File: src/rtl/bitstream_decoder_pkg.sv
// Shared types and helpers for the stochastic bitstream decoder.
// The state enum, the exponent-width function and the window-exponent clamp
// live here so that the interface and the top module agree on widths.
package bitstream_decoder_pkg;

  typedef enum logic [1:0] {
    IDLE  = 2'd0,
    ACCUM = 2'd1,
    HOLD  = 2'd2
  } state_t;

  // Width needed to hold a window exponent in the range 0..bw
  function automatic int calc_logw(input int bw);
    return $clog2(bw + 1);
  endfunction

  // Windows larger than the output resolution are meaningless, so cap k at bw
  function automatic int clamp_k(input int k, input int bw);
    return (k > bw) ? bw : k;
  endfunction

endpackage

File: src/rtl/bitstream_decoder_if.sv
// Control, stream and result handshake bundle for bitstream_decoder.
// The master side drives the stream and accepts results; the slave side is the decoder.
interface bitstream_decoder_if
  import bitstream_decoder_pkg::*;
#(
  parameter int BITWIDTH = 8
);

  localparam int LOGW = calc_logw(BITWIDTH);

  logic                iClr;
  logic                iStart;
  logic [LOGW-1:0]     iWinLog;
  logic                iEn;
  logic                iBit;
  logic                oBusy;
  logic                oValid;
  logic                iReady;
  logic [BITWIDTH-1:0] oBin;

  modport master (
    output iClr, iStart, iWinLog, iEn, iBit, iReady,
    input  oBusy, oValid, oBin
  );

  modport slave (
    input  iClr, iStart, iWinLog, iEn, iBit, iReady,
    output oBusy, oValid, oBin
  );

endinterface

File: src/rtl/bitstream_decoder_ones_counter.sv
// Qualified up-counter with synchronous clear, module bitstream_ones_counter.
// Used twice by the decoder: once for the ones count and once for the sample count.
module bitstream_ones_counter #(
  parameter int WIDTH = 9
) (
  input  logic             iClk,
  input  logic             iRstN,
  input  logic             clr,
  input  logic             inc,
  output logic [WIDTH-1:0] count
);

  // Clear beats increment so an abort or a fresh start always begins from zero
  always_ff @(posedge iClk or negedge iRstN) begin
    if (!iRstN) begin
      count <= '0;
    end else if (clr) begin
      count <= '0;
    end else if (inc) begin
      count <= count + WIDTH'(1);
    end
  end

endmodule

File: src/rtl/bitstream_decoder.sv
// Stochastic bitstream decoder: counts ones over a window of 2^k qualified bits
// and presents the scaled, saturated count through a valid/ready handshake.
// Optional feature macro: BITSTREAM_DECODER_BIPOLAR_EN selects a two's-complement
// bipolar result by flipping the MSB of the saturated unipolar value.
module bitstream_decoder
  import bitstream_decoder_pkg::*;
#(
  parameter int BITWIDTH = 8
) (
  input logic               iClk,
  input logic               iRstN,
  bitstream_decoder_if.slave bus
);

  localparam int LOGW = calc_logw(BITWIDTH);
  localparam int CW   = BITWIDTH + 1;
  localparam logic [BITWIDTH-1:0] SIGN_BIT = {1'b1, {(BITWIDTH-1){1'b0}}};

  state_t              state;
  state_t              next_state;
  logic [LOGW-1:0]     k_reg;
  logic [LOGW-1:0]     shift_amt;
  logic [CW-1:0]       ones_cnt;
  logic [CW-1:0]       sample_cnt;
  logic [CW-1:0]       window_len;
  logic [CW-1:0]       ones_final;
  logic [CW-1:0]       scaled_u;
  logic [BITWIDTH-1:0] unipolar;
  logic [BITWIDTH-1:0] result;
  logic [BITWIDTH-1:0] bin_q;
  logic                start_ok;
  logic                sample;
  logic                clr_cnt;
  logic                last_bit;

  assign start_ok = (state == IDLE) && bus.iStart;
  assign sample   = (state == ACCUM) && bus.iEn;
  assign clr_cnt  = bus.iClr || start_ok;

  bitstream_ones_counter #(.WIDTH(CW)) u_ones_cnt (
    .iClk  (iClk),
    .iRstN (iRstN),
    .clr   (clr_cnt),
    .inc   (sample && bus.iBit),
    .count (ones_cnt)
  );

  bitstream_ones_counter #(.WIDTH(CW)) u_sample_cnt (
    .iClk  (iClk),
    .iRstN (iRstN),
    .clr   (clr_cnt),
    .inc   (sample),
    .count (sample_cnt)
  );

  // The edge sampling bit number 2^k closes the window; the final bit has not
  // reached the ones counter yet, so it is folded in before scaling
  assign window_len = CW'(1) << k_reg;
  assign last_bit   = sample && (sample_cnt == (window_len - CW'(1)));
  assign ones_final = ones_cnt + CW'(bus.iBit);
  assign shift_amt  = LOGW'(BITWIDTH) - k_reg;
  assign scaled_u   = ones_final << shift_amt;
  assign unipolar   = scaled_u[BITWIDTH] ? '1 : scaled_u[BITWIDTH-1:0];

`ifdef BITSTREAM_DECODER_BIPOLAR_EN
  assign result = unipolar ^ SIGN_BIT;
`else
  assign result = unipolar;
  logic unused_sign;
  assign unused_sign = ^SIGN_BIT;
`endif

  // State register, latched window exponent and result register
  always_ff @(posedge iClk or negedge iRstN) begin
    if (!iRstN) begin
      state <= IDLE;
      k_reg <= '0;
      bin_q <= '0;
    end else begin
      state <= next_state;
      if (!bus.iClr && start_ok) begin
        k_reg <= LOGW'(clamp_k(int'(bus.iWinLog), BITWIDTH));
      end
      if (!bus.iClr && last_bit) begin
        bin_q <= result;
      end
    end
  end

  // Next-state logic; clear overrides everything, starts only count in IDLE
  always_comb begin
    next_state = state;
    if (bus.iClr) begin
      next_state = IDLE;
    end else begin
      case (state)
        IDLE:    if (bus.iStart) next_state = ACCUM;
        ACCUM:   if (last_bit)   next_state = HOLD;
        HOLD:    if (bus.iReady) next_state = IDLE;
        default: next_state = IDLE;
      endcase
    end
  end

  assign bus.oBusy  = (state == ACCUM);
  assign bus.oValid = (state == HOLD);
  assign bus.oBin   = bin_q;

endmodule

File: src/flat_wrapper.sv
// flat-port wrapper written by rule: the top's interface ports become plain ports
module bitstream_decoder_flat import bitstream_decoder_pkg::*;
#(
  parameter int BITWIDTH = 8
)
  (iClk, iRstN, bus_iClr, bus_iStart, bus_iWinLog, bus_iEn, bus_iBit, bus_iReady, bus_oBusy, bus_oValid, bus_oBin);
  bitstream_decoder_if #(.BITWIDTH(BITWIDTH)) bus_i ();
  input logic iClk;
  input logic iRstN;
  input wire logic [$bits(bus_i.iClr)-1:0] bus_iClr;
  input wire logic [$bits(bus_i.iStart)-1:0] bus_iStart;
  input wire logic [$bits(bus_i.iWinLog)-1:0] bus_iWinLog;
  input wire logic [$bits(bus_i.iEn)-1:0] bus_iEn;
  input wire logic [$bits(bus_i.iBit)-1:0] bus_iBit;
  input wire logic [$bits(bus_i.iReady)-1:0] bus_iReady;
  output wire logic [$bits(bus_i.oBusy)-1:0] bus_oBusy;
  output wire logic [$bits(bus_i.oValid)-1:0] bus_oValid;
  output wire logic [$bits(bus_i.oBin)-1:0] bus_oBin;
  assign bus_i.iClr = bus_iClr;
  assign bus_i.iStart = bus_iStart;
  assign bus_i.iWinLog = bus_iWinLog;
  assign bus_i.iEn = bus_iEn;
  assign bus_i.iBit = bus_iBit;
  assign bus_i.iReady = bus_iReady;
  assign bus_oBusy = bus_i.oBusy;
  assign bus_oValid = bus_i.oValid;
  assign bus_oBin = bus_i.oBin;
  bitstream_decoder #(.BITWIDTH(BITWIDTH)) u_core (.iClk(iClk), .iRstN(iRstN), .bus(bus_i));
endmodule
File: config.mk
export PLATFORM = sky130hd
export DESIGN_NAME = bitstream_decoder_flat
export DESIGN_NICKNAME = d
export VERILOG_FILES = /design/src/rtl/bitstream_decoder_pkg.sv /design/src/rtl/bitstream_decoder_if.sv /design/src/rtl/bitstream_decoder_ones_counter.sv /design/src/rtl/bitstream_decoder.sv /design/src/flat_wrapper.sv
export SDC_FILE = /design/constraint.sdc
export NUM_CORES = 1
export LEC_CHECK = 0
export CELL_PAD_IN_SITES_DETAIL_PLACEMENT = 0
export CELL_PAD_IN_SITES_GLOBAL_PLACEMENT = 2
export CORE_MARGIN = 2
export CORE_UTILIZATION = 35
export DETAILED_ROUTE_END_ITERATION = 16
export HOLD_SLACK_MARGIN = 0.06
export PLACE_DENSITY = 0.74
export REMOVE_ABC_BUFFERS = 1
export SKIP_LAST_GASP = 1
export SLEW_MARGIN = 20
export SYNTH_ARGS = -nofsm -noshare
export SYNTH_HDL_FRONTEND = slang
export SYNTH_SLANG_ARGS = --single-unit
File: constraint.sdc
create_clock -name iClk -period 3.75 [get_ports iClk]
set_input_delay 0.9375 -clock iClk [delete_from_list [all_inputs] [get_ports iClk]]
set_output_delay 0.9375 -clock iClk [all_outputs]
set_load 0.1 [all_outputs]
==> results.md <==
- Antenna diodes: 0
- Largest net degree at the start of global routing: 33
- Layout Cells excl Fill: 410
- Critical Path Source: u_core.k_reg[1]
- Setup-failing EPs final: 0
- Power density cells: 352.9 nW/um2
- Vias in the first global route: 2,093
- Cell count of the worst hold path: 1
- Actual slew at the worst max-slew pin: 966.2 ps
- Final core occ: 41.19%
- Slew Limit Fails: 0
- CP max stage delay: 430 ps
- Reg2reg start: u_core.k_reg[1]
- IO Port Bufs: 20
- Die X: 90.23 um
- DRT Wirelength: 6471 um
- Via Count: 2,164
- DR vias/cell: 5.278
- DP Cell Count: 402
- Rel. slew slack: 35.39%
- Cts hold-fix bufs: 0
- Synth Area per Inst: 8.913 um2
- Routability congestion estimate: 0.7822
- Post-Synthesis Cell Area: 2602 um2
- Total clock sinks: 32
- IR drop worst, VDD: 0.0001165 V
- Die footprint: 8141 um2
- Status: finished clean
- Post-layout nets: 332
- Synth cell types: 62
- Seq/Total Area, Yosys: 30.77%
- CORE AREA: 7214 um2
- Clk buf depth: 2
- Critical path endpoint category: flip-flop
- Gr usage total: 16.74%
- RSZ-0062 raised after global routing: false
- Setup_tns: 0 ps
- R2R cell count: 11
- Grt ovf: 0
- Fin crit period: 3323 ps
- Reg2reg setup slack: 430 ps
- Slowest-stage cell, CP: dfrtp_1
- Setup Skew: 9.140 ps
- H-tree Lvls: 2
- Setup Fix Bufs, Post-CTS: 0
- Async SR Flop Fraction: 100.0%
- Rows: 31
- Hold_sp: u_core.bus.oBin[6]
- Reg-to-reg endpoint: u_core.bus.oBin[3]
- Layout cells sized above 1: 9.646%
- WP data arrival: 3500 ps
- Critical path type: flip-flop to flip-flop
- Critical path required time: 3920 ps
- Initial antenna violation count: 0
- Tcrit/Tclk final: 88.60%
- Die height: 90.23 um
- TritonCTS buffer count: 5
- Crit-path cells: inv_1 > ha_1 > ha_1 > nand2b_1 > ha_1 > nor3b_1 > o21a_1 > a311o_1 > o2111a_1 > and2_1 > mux2_4
- Most frequent CP cell: ha_1
- Io pins: 21
- Warnings, synthesis: 0
- DR WL/cell: 15.78 um
- Worst min path class: flip-flop to flip-flop
- Max Fclk: 0.3010 GHz
- Hold EP: u_core.bus.oBin[6]
- DRC errors left: 0
- Post-synthesis register bit count: 32
- Root buf cell: clkbuf_8
- Global-route wire length before repair: 10,980 um
- TritonRoute pass-1 iters: 4
- Top FF cell, synth: dfrtp_1
- CP startpoint kind: flip-flop
- Remaining antenna violation count: 0
- DP Wirelength: 4830 um
- Post-CTS resize count: 0
- Critical Path Fanout Max: 9
- Fin. Hold Viols: 0
- CTS tree: yes
- Clock transition at path regs: 80 ps
- Lkg Pwr: 0.001203 uW
- Number of synthesized flops with an enable pin: 0
- Initial Utilization: 36.07%
- Maxcap violations: 0
- Clk_lat worst skew: 290 ps
- Area grow syn2layout: 14.18%
- Drt first-iter violations: 79
- Syn Inst Count: 292
==> where the power goes <==
group	total (uW)	switching [uW]	internal, uW
registers	361	7.67	353
logic	403	241	162
clock network	285	135	150
total	1050	383	665
==> layout by cell type, fill, tap and decap left out, types with 2 or more instances in the layout <==
cell type        count
dfrtp_1             32
nor2_1              25
nand2_1             18
clkdlybuf4s50_1     18
xnor2_1             16
nand3_1             14
nor3_1              12
xor2_1              12
o21ai_0             12
ha_1                11
buf_4               11
a21oi_1             10
inv_1                8
mux2i_1              7
o211ai_1             7
nand4_1              7
o21a_1               6
and3_1               6
clkbuf_8             6
nor2b_1              5
nand3b_1             5
or3_1                5
nand2b_1             4
mux2_4               4
and2_1               3
o22a_1               3
o2111ai_1            2
nor3b_1              2
a41o_1               2
nor3b_2              2
o2111a_1             2
a31oi_1              2
and4b_1              2
clkbuf_1             2
==> final cells by class <==
type	instances	area [um2]
Timing Repair Buffer	29	262.8
Tap cell	99	123.9
Sequential cell	32	800.8
Multi-Input combinational cell	233	1660
Fill cell	756	4243
Inverter	9	33.78
Clock buffer	8	90.09
==> per-stage QoR <==
| step | worst slack (ps) | instance area, um2 | hold WS (ps) | total power (uW) |
|---|---|---|---|---|
| after floorplan | 433.8 | 2495 | 524.9 | 655.1 |
| after global placement | 252.1 | 2882 | 495.3 | 772.3 |
| after detailed placement | 203.6 | 2882 | 504.8 | 770.2 |
| after CTS | 435.4 | 2972 | 520.4 | 1059 |
| after global routing | 182.3 | 2972 | 535.7 | 1115 |
| final | 427.4 | 2972 | 519.9 | 1049 |
==> cell usage after synthesis, drive strengths merged, types with 5 or more instances <==
cell type  instances  area, um2
mux2               5      71.32
buf               13      88.83
nand3b             5      37.54
or3                5      31.28
mux2i              7      70.07
xnor2             16      140.1
xor2              12      105.1
dfrtp             32      800.8
clkbuf             5      18.77
nor3              13      70.07
nand3             14      70.07
ha                11      137.6
and3               6      37.54
o21a               6      45.04
a21oi             10      50.05
nand2             18      67.56
inv                9      33.78
o21ai             13      65.06
nor2              25      93.84
nor2b              5      31.28
nand4              7      43.79
o211ai             8      65.06
==> critical path, delay by kind of cell (launching register included) <==
| family | cells | cell delay [ps] |
|---|---|---|
| and+or+nand+nor | 3 | 860 |
| adders and majority gates | 3 | 820 |
| AOI/OAI and AO/OA | 3 | 660 |
| DFF | 1 | 430 |
| muxes | 1 | 330 |
| buffers and inverters | 1 | 100 |
==> cell families after synthesis <==
family,synth area share (%)
AND/OR/NAND/NOR,24.33
flip-flops,30.77
AO/OA/AOI/OAI,19.33
buffers and inverters,5.432
adder cells (fa/ha/maj),5.288
multiplexers,5.433
XOR/XNOR,9.423
==> per-layer routing <==
| layer | vias to the layer above | share of wire, % | GRT usage (%) |
|---|---|---|---|
| li1 | 1107 | - | - |
| met1 | 1030 | 49 | 22.88 |
| met2 | 23 | 48 | 27.57 |
| met3 | 4 | 2.7 | 2.682 |
| met4 | 0 | 0.85 | 4.359 |
| met5 | - | 0 | 0 |
==> worst max path at each step <==
stage	end	cells after the start
global route	u_core.bus.oBin[3]	12
detailed placement	u_core.bus.oBin[1]	9
finish	u_core.bus.oBin[3]	11
floorplan	u_core.bus.oBin[1]	11
CTS	u_core.bus.oBin[3]	12
global placement	u_core.bus.oBin[1]	9
(Power assumes the default switching activity.)
